File: src/rtl/aes_round_seq.sv
// aes_round_seq: control sequencer for an iterative AES-128 style datapath.
// It walks LOAD -> ADD0 -> {SUB, SHI, MIX, ADD} x ROUNDS -> FIN. The final
// round leaves out MIX. The round constant is produced on the fly by GF(2^8)
// doubling and is presented to the key expander together with key_step in SUB.
// Optional feature: define AES_ABORT_EN to add an 'abort' input. When it is
// high in any non-IDLE state, the sequencer cancels the block in flight.
module aes_round_seq #(
  parameter int unsigned ROUNDS = 10
) (
  input  logic       clk,
  input  logic       reset,
  input  logic       start,
  input  logic       ack,
`ifdef AES_ABORT_EN
  input  logic       abort,
`endif
  output logic       busy,
  output logic       load_en,
  output logic [3:0] stage,
  output logic       key_step,
  output logic [7:0] rcon,
  output logic [3:0] round,
  output logic       out_valid
);

  typedef enum logic [2:0] {
    IDLE = 3'd0,
    LOAD = 3'd1,
    ADD0 = 3'd2,
    SUB  = 3'd3,
    SHI  = 3'd4,
    MIX  = 3'd5,
    ADD  = 3'd6,
    FIN  = 3'd7
  } state_t;

  localparam logic [3:0] LAST_ROUND = 4'(ROUNDS);

  state_t     state_q, state_d;
  logic [3:0] round_q, round_d;
  logic [7:0] rc_q, rc_d;
  logic       abort_req;

  // Multiplication by x in GF(2^8) modulo x^8 + x^4 + x^3 + x + 1.
  function automatic logic [7:0] xtime(input logic [7:0] b);
    xtime = {b[6:0], 1'b0} ^ (b[7] ? 8'h1B : 8'h00);
  endfunction

  // State, round counter and round-constant registers; async active-low clear.
  always_ff @(posedge clk or negedge reset) begin
    if (!reset) begin
      state_q <= IDLE;
      round_q <= 4'd0;
      rc_q    <= 8'h00;
    end else begin
      state_q <= state_d;
      round_q <= round_d;
      rc_q    <= rc_d;
    end
  end

  // Next-state logic. Abort overrides every other transition.
  always_comb begin
    state_d   = state_q;
    round_d   = round_q;
    rc_d      = rc_q;
`ifdef AES_ABORT_EN
    abort_req = abort;
`else
    abort_req = 1'b0;
`endif
    case (state_q)
      IDLE: begin
        round_d = 4'd0;
        if (start) state_d = LOAD;
      end
      LOAD: state_d = ADD0;
      ADD0: begin
        state_d = SUB;
        round_d = 4'd1;
        rc_d    = 8'h01;
      end
      SUB:  state_d = SHI;
      SHI:  state_d = (round_q < LAST_ROUND) ? MIX : ADD;
      MIX:  state_d = ADD;
      ADD: begin
        if (round_q < LAST_ROUND) begin
          state_d = SUB;
          round_d = round_q + 4'd1;
          rc_d    = xtime(rc_q);
        end else begin
          state_d = FIN;
        end
      end
      FIN: begin
        // round stays at its final value until the consumer acknowledges
        if (ack) begin
          state_d = IDLE;
          round_d = 4'd0;
        end
      end
      default: begin
        state_d = IDLE;
        round_d = 4'd0;
      end
    endcase
    if (abort_req && (state_q != IDLE)) begin
      state_d = IDLE;
      round_d = 4'd0;
    end
  end

  // Moore output decode from the registered state only.
  always_comb begin
    busy      = (state_q != IDLE);
    load_en   = (state_q == LOAD);
    key_step  = (state_q == SUB);
    rcon      = (state_q == SUB) ? rc_q : 8'h00;
    round     = round_q;
    out_valid = (state_q == FIN);
    case (state_q)
      ADD0, ADD: stage = 4'b1000;
      MIX:       stage = 4'b0100;
      SHI:       stage = 4'b0010;
      SUB:       stage = 4'b0001;
      default:   stage = 4'b0000;
    endcase
  end

endmodule
File: config.mk
export PLATFORM = sky130hd
export DESIGN_NAME = aes_round_seq
export DESIGN_NICKNAME = d
export VERILOG_FILES = /design/src/rtl/aes_round_seq.sv
export SDC_FILE = /design/constraint.sdc
export NUM_CORES = 1
export LEC_CHECK = 0
export CORE_MARGIN = 2
export CORE_UTILIZATION = 42
export CTS_CLUSTER_DIAMETER = 40
export CTS_CLUSTER_SIZE = 16
export DETAILED_ROUTE_END_ITERATION = 16
export MAX_ROUTING_LAYER = met4
export PLACE_DENSITY = 0.76
export SLEW_MARGIN = 30
export SYNTH_ARGS = -nofsm -noshare
export SYNTH_HDL_FRONTEND = slang
export SYNTH_SLANG_ARGS = --single-unit
export TNS_END_PERCENT = 1
File: constraint.sdc
create_clock -name clk -period 1.6 [get_ports clk]
set_clock_uncertainty 0.1 [all_clocks]
set_input_delay 0.24 -clock clk [delete_from_list [all_inputs] [get_ports clk]]
set_output_delay 0.24 -clock clk [all_outputs]
set_load 0.01 [all_outputs]
==> flow_summary.toml <==
[status]
status = "complete, but fails checks"
violations = "negative setup slack"

[critical_path]
path_cells = "buf_4 -> or3_4 -> buf_6"
path_max_fanout = 6
cp_data_required_time_ns = 1.26
crit-reg2reg-launch = "state_q[0]$_DFFE_PN0P_"
slowest_stage = "dfrtp_1"
path_class = "register to primary output"
cp-startpoint = "state_q[0]$_DFFE_PN0P_"
max_stage_delay_ns = 0.42
worstReg2RegEnd = "round[2]$_DFFE_PN0P_"
reg2reg_depth = 4
cp-endpoint = "busy"
worstSetupStartpointType = "register"
reg2reg_slack_ns = 0.13
critical_path.endpoint_type = "primary output"
cp.arrival_ns = 1.33

[logic_synthesis]
synthCells = 86
synth_fa_ha_area_frac = 0.0151
synthSimpleGateAreaFrac = 0.205
seq_area_frac_synth = 0.452
muxShareOfSynthArea = 0
synth_warnings = 0
ys_types = 32
synth-seq-cells = 15
synth_top_family_by_area = "compound AO/OA/AOI/OAI gates"
synth_compound_area_frac = 0.252
syn_area_um2 = 830
synth_xor_area_frac = 0.0317
syn_nets = 91
postSynthAreaPerCell_um2 = 9.65

[run]
maxCapViolations = 0

[power]
leakage_nw = 0.631
power.density_nw_per_um2 = 1660
p_total_mw = 2.02
ir_drop_mv = 1.12

[detailed_routing]
postRouteAntennaNets = 0
post_drt_via_cell_ratio = 5.35
avgRoutedWirePerCell_um = 13.7
initialDrtViolationCount = 16
drc_errors = 0
drtPass1Iterations = 4
routed-via-count = 819
drt_wl_total_um = 2090

[floorplan]
placementRows = 16
coreArea_um2 = 1900
dieWidth_um = 48.4
die_h_um = 48.4
ios = 24
dieArea_um2 = 2350
initial_utilization = 0.436

[cells_and_area]
layout-drive-gt1-share = 0.389
finalNonFillerCells = 153
stdcell_area_um2 = 1220
fin_nets = 132
antennaDiodeCount = 0
area_growth_syn_to_layout_pct = 46.6
finish.utilization = 0.639

[timing]
rsz0062_at_grt = "yes"
fin_crit_ns = 1.67
slew_headroom = 0.749
tns_ns = -0.150
period_share = 1.04
timing.final.ws_setup_ns = -0.0659
max_slew.worst_pin.slew_ns = 0.376
setup_viol = 8
finalHoldViolations = 0
slew_viol_final = 0
whs_ns = 0.167
fmax_mhz = 600

[place]
port_buffers = 23
place_worst_setup_slack_ns = -0.145
dp_cells = 147
place.gp.congestion = 0.863
placed_area_um2 = 1190
hpwl_um = 1530

[global_routing]
grt_pass1_wl_um = 3540
grt_overflow = 0
grt_usage = 0.202
grt_antenna_before_repair = 0
grt_start_max_net_pins = 16
grt_pass1_vias = 782

[clocking]
clk_latency_ns = 0.28
numCtsBuffers = 3
cts_tree = "yes"
cts_buffer_depth = 2
clkTransAtPathRegs_ns = 0.08
clock_sink_count = 15
cts_root_buf = "clkbuf_4"
htreeDepth = 1

[worst_hold_path]
hp-class = "input pin to async pin"
[worst max-delay path: cells and delay by family, from the launching register on]
family	cells	cell delay, ns
simple gates	1	0.33
buf+inv	2	0.30
flops	1	0.42
[cell usage in the layout, fill, tap and decap left out, types with 2 or more instances in the layout]
| cell type | Yosys | final |
|---|---|---|
| a22oi_1 | 2 | 2 |
| nor2b_2 | 0 | 2 |
| a21oi_1 | 2 | 2 |
| nand3_1 | 3 | 3 |
| a22o_1 | 7 | 7 |
| dfrtp_1 | 15 | 12 |
| clkdlybuf4s50_1 | 0 | 3 |
| and2_4 | 0 | 2 |
| nor2_1 | 4 | 4 |
| and2_1 | 8 | 6 |
| inv_1 | 4 | 4 |
| o21ai_0 | 8 | 8 |
| xor2_1 | 3 | 3 |
| nand2_1 | 2 | 2 |
| dlygate4sd2_1 | 0 | 3 |
| buf_4 | 0 | 17 |
| dfrtp_2 | 0 | 3 |
| nor3_1 | 4 | 3 |
| clkbuf_4 | 0 | 3 |
| buf_2 | 1 | 12 |
| buf_6 | 0 | 4 |
| o2bb2ai_1 | 2 | 2 |
[cell type report]
| type | count | area, um^2 |
|---|---|---|
| fill | 171 | 686 |
| multi-input combinational | 62 | 449 |
| sequential | 15 | 379 |
| timing repair buffer | 41 | 313 |
| tap | 27 | 33.8 |
| clock buffer | 4 | 26.3 |
| inverter | 4 | 15.0 |
[repair_timing]
action | in CTS | in global routing
endpoints found under the hold margin | 0 | 0
resized for setup | 72 | 11
hold buffers | 0 | 0
endpoints found under the setup margin | 20 | 19
pin swaps | 5 | 0
setup buffers | 2 | 0
[registers in the layout, summed over array words and instances (netlist names)]
signal   count
rc_q         8
round        4
state_q      3
[where the power goes]
part	leakage (nW)	switching (mW)	internal [mW]
sequential	0.192	0.127	0.496
combinational	0.424	0.582	0.605
clock	0.0150	0.114	0.0969
total	0.631	0.824	1.20
[per-layer routing]
metal / up-vias / track usage / share of wire
li1: 393 / - / -
met5: - / - / 0
met3: 7 / 0.0494 / 0.048
met4: 0 / 0.0714 / 0.021
met2: 27 / 0.336 / 0.49
met1: 392 / 0.239 / 0.44
[Yosys cell counts (all sizes together)]
library cell / number / share of area
xor2: 3 / 0.032
and2: 8 / 0.060
and3b: 1 / 0.011
a211o: 1 / 0.011
inv: 4 / 0.018
o21a: 1 / 0.018
ha: 1 / 0.015
nand3b: 1 / 0.0091
o2bb2ai: 2 / 0.021
or4: 1 / 0.0091
o211ai: 1 / 0.0091
nor2b: 3 / 0.023
nor3b: 1 / 0.0091
nand2: 2 / 0.0091
clkbuf: 3 / 0.015
nor3: 4 / 0.024
dfrtp: 15 / 0.45
nor2: 4 / 0.018
nand2b: 1 / 0.0075
or3: 1 / 0.0075
a21boi: 1 / 0.0091
a21oi: 2 / 0.012
buf: 2 / 0.011
a211oi: 1 / 0.0091
a22oi: 2 / 0.018
o21ai: 9 / 0.059
o32a: 1 / 0.012
nand3: 3 / 0.018
a22o: 7 / 0.074
[cells by family (layout without fill, tap and decap cells)]
| group | Yosys count | in the layout |
|---|---|---|
| simple gates | 30 | 30 |
| flops | 15 | 15 |
| xor+xnor | 3 | 3 |
| compound gates | 28 | 28 |
| fa+ha+maj | 1 | 1 |
| buf+inv | 9 | 49 |
[worst min-delay path by stage]
stage,startpoint,to,slack [ns],depth (start not counted)
5_1_grt,reset,round[2]$_DFFE_PN0P_,0.20,2
6_report,reset,round[3]$_DFFE_PN0P_,0.17,2
2_1_floorplan,reset,rc_q[0]$_DFFE_PN0P_,-0.16,0
4_1_cts,reset,state_q[0]$_DFFE_PN0P_,0.17,2
3_5_place_dp,rc_q[4]$_DFFE_PN0P_,rc_q[5]$_DFFE_PN0P_,0.42,1
3_3_place_gp,rc_q[1]$_DFFE_PN0P_,rc_q[2]$_DFFE_PN0P_,0.41,1
Power figures use the tool's default switching activity.
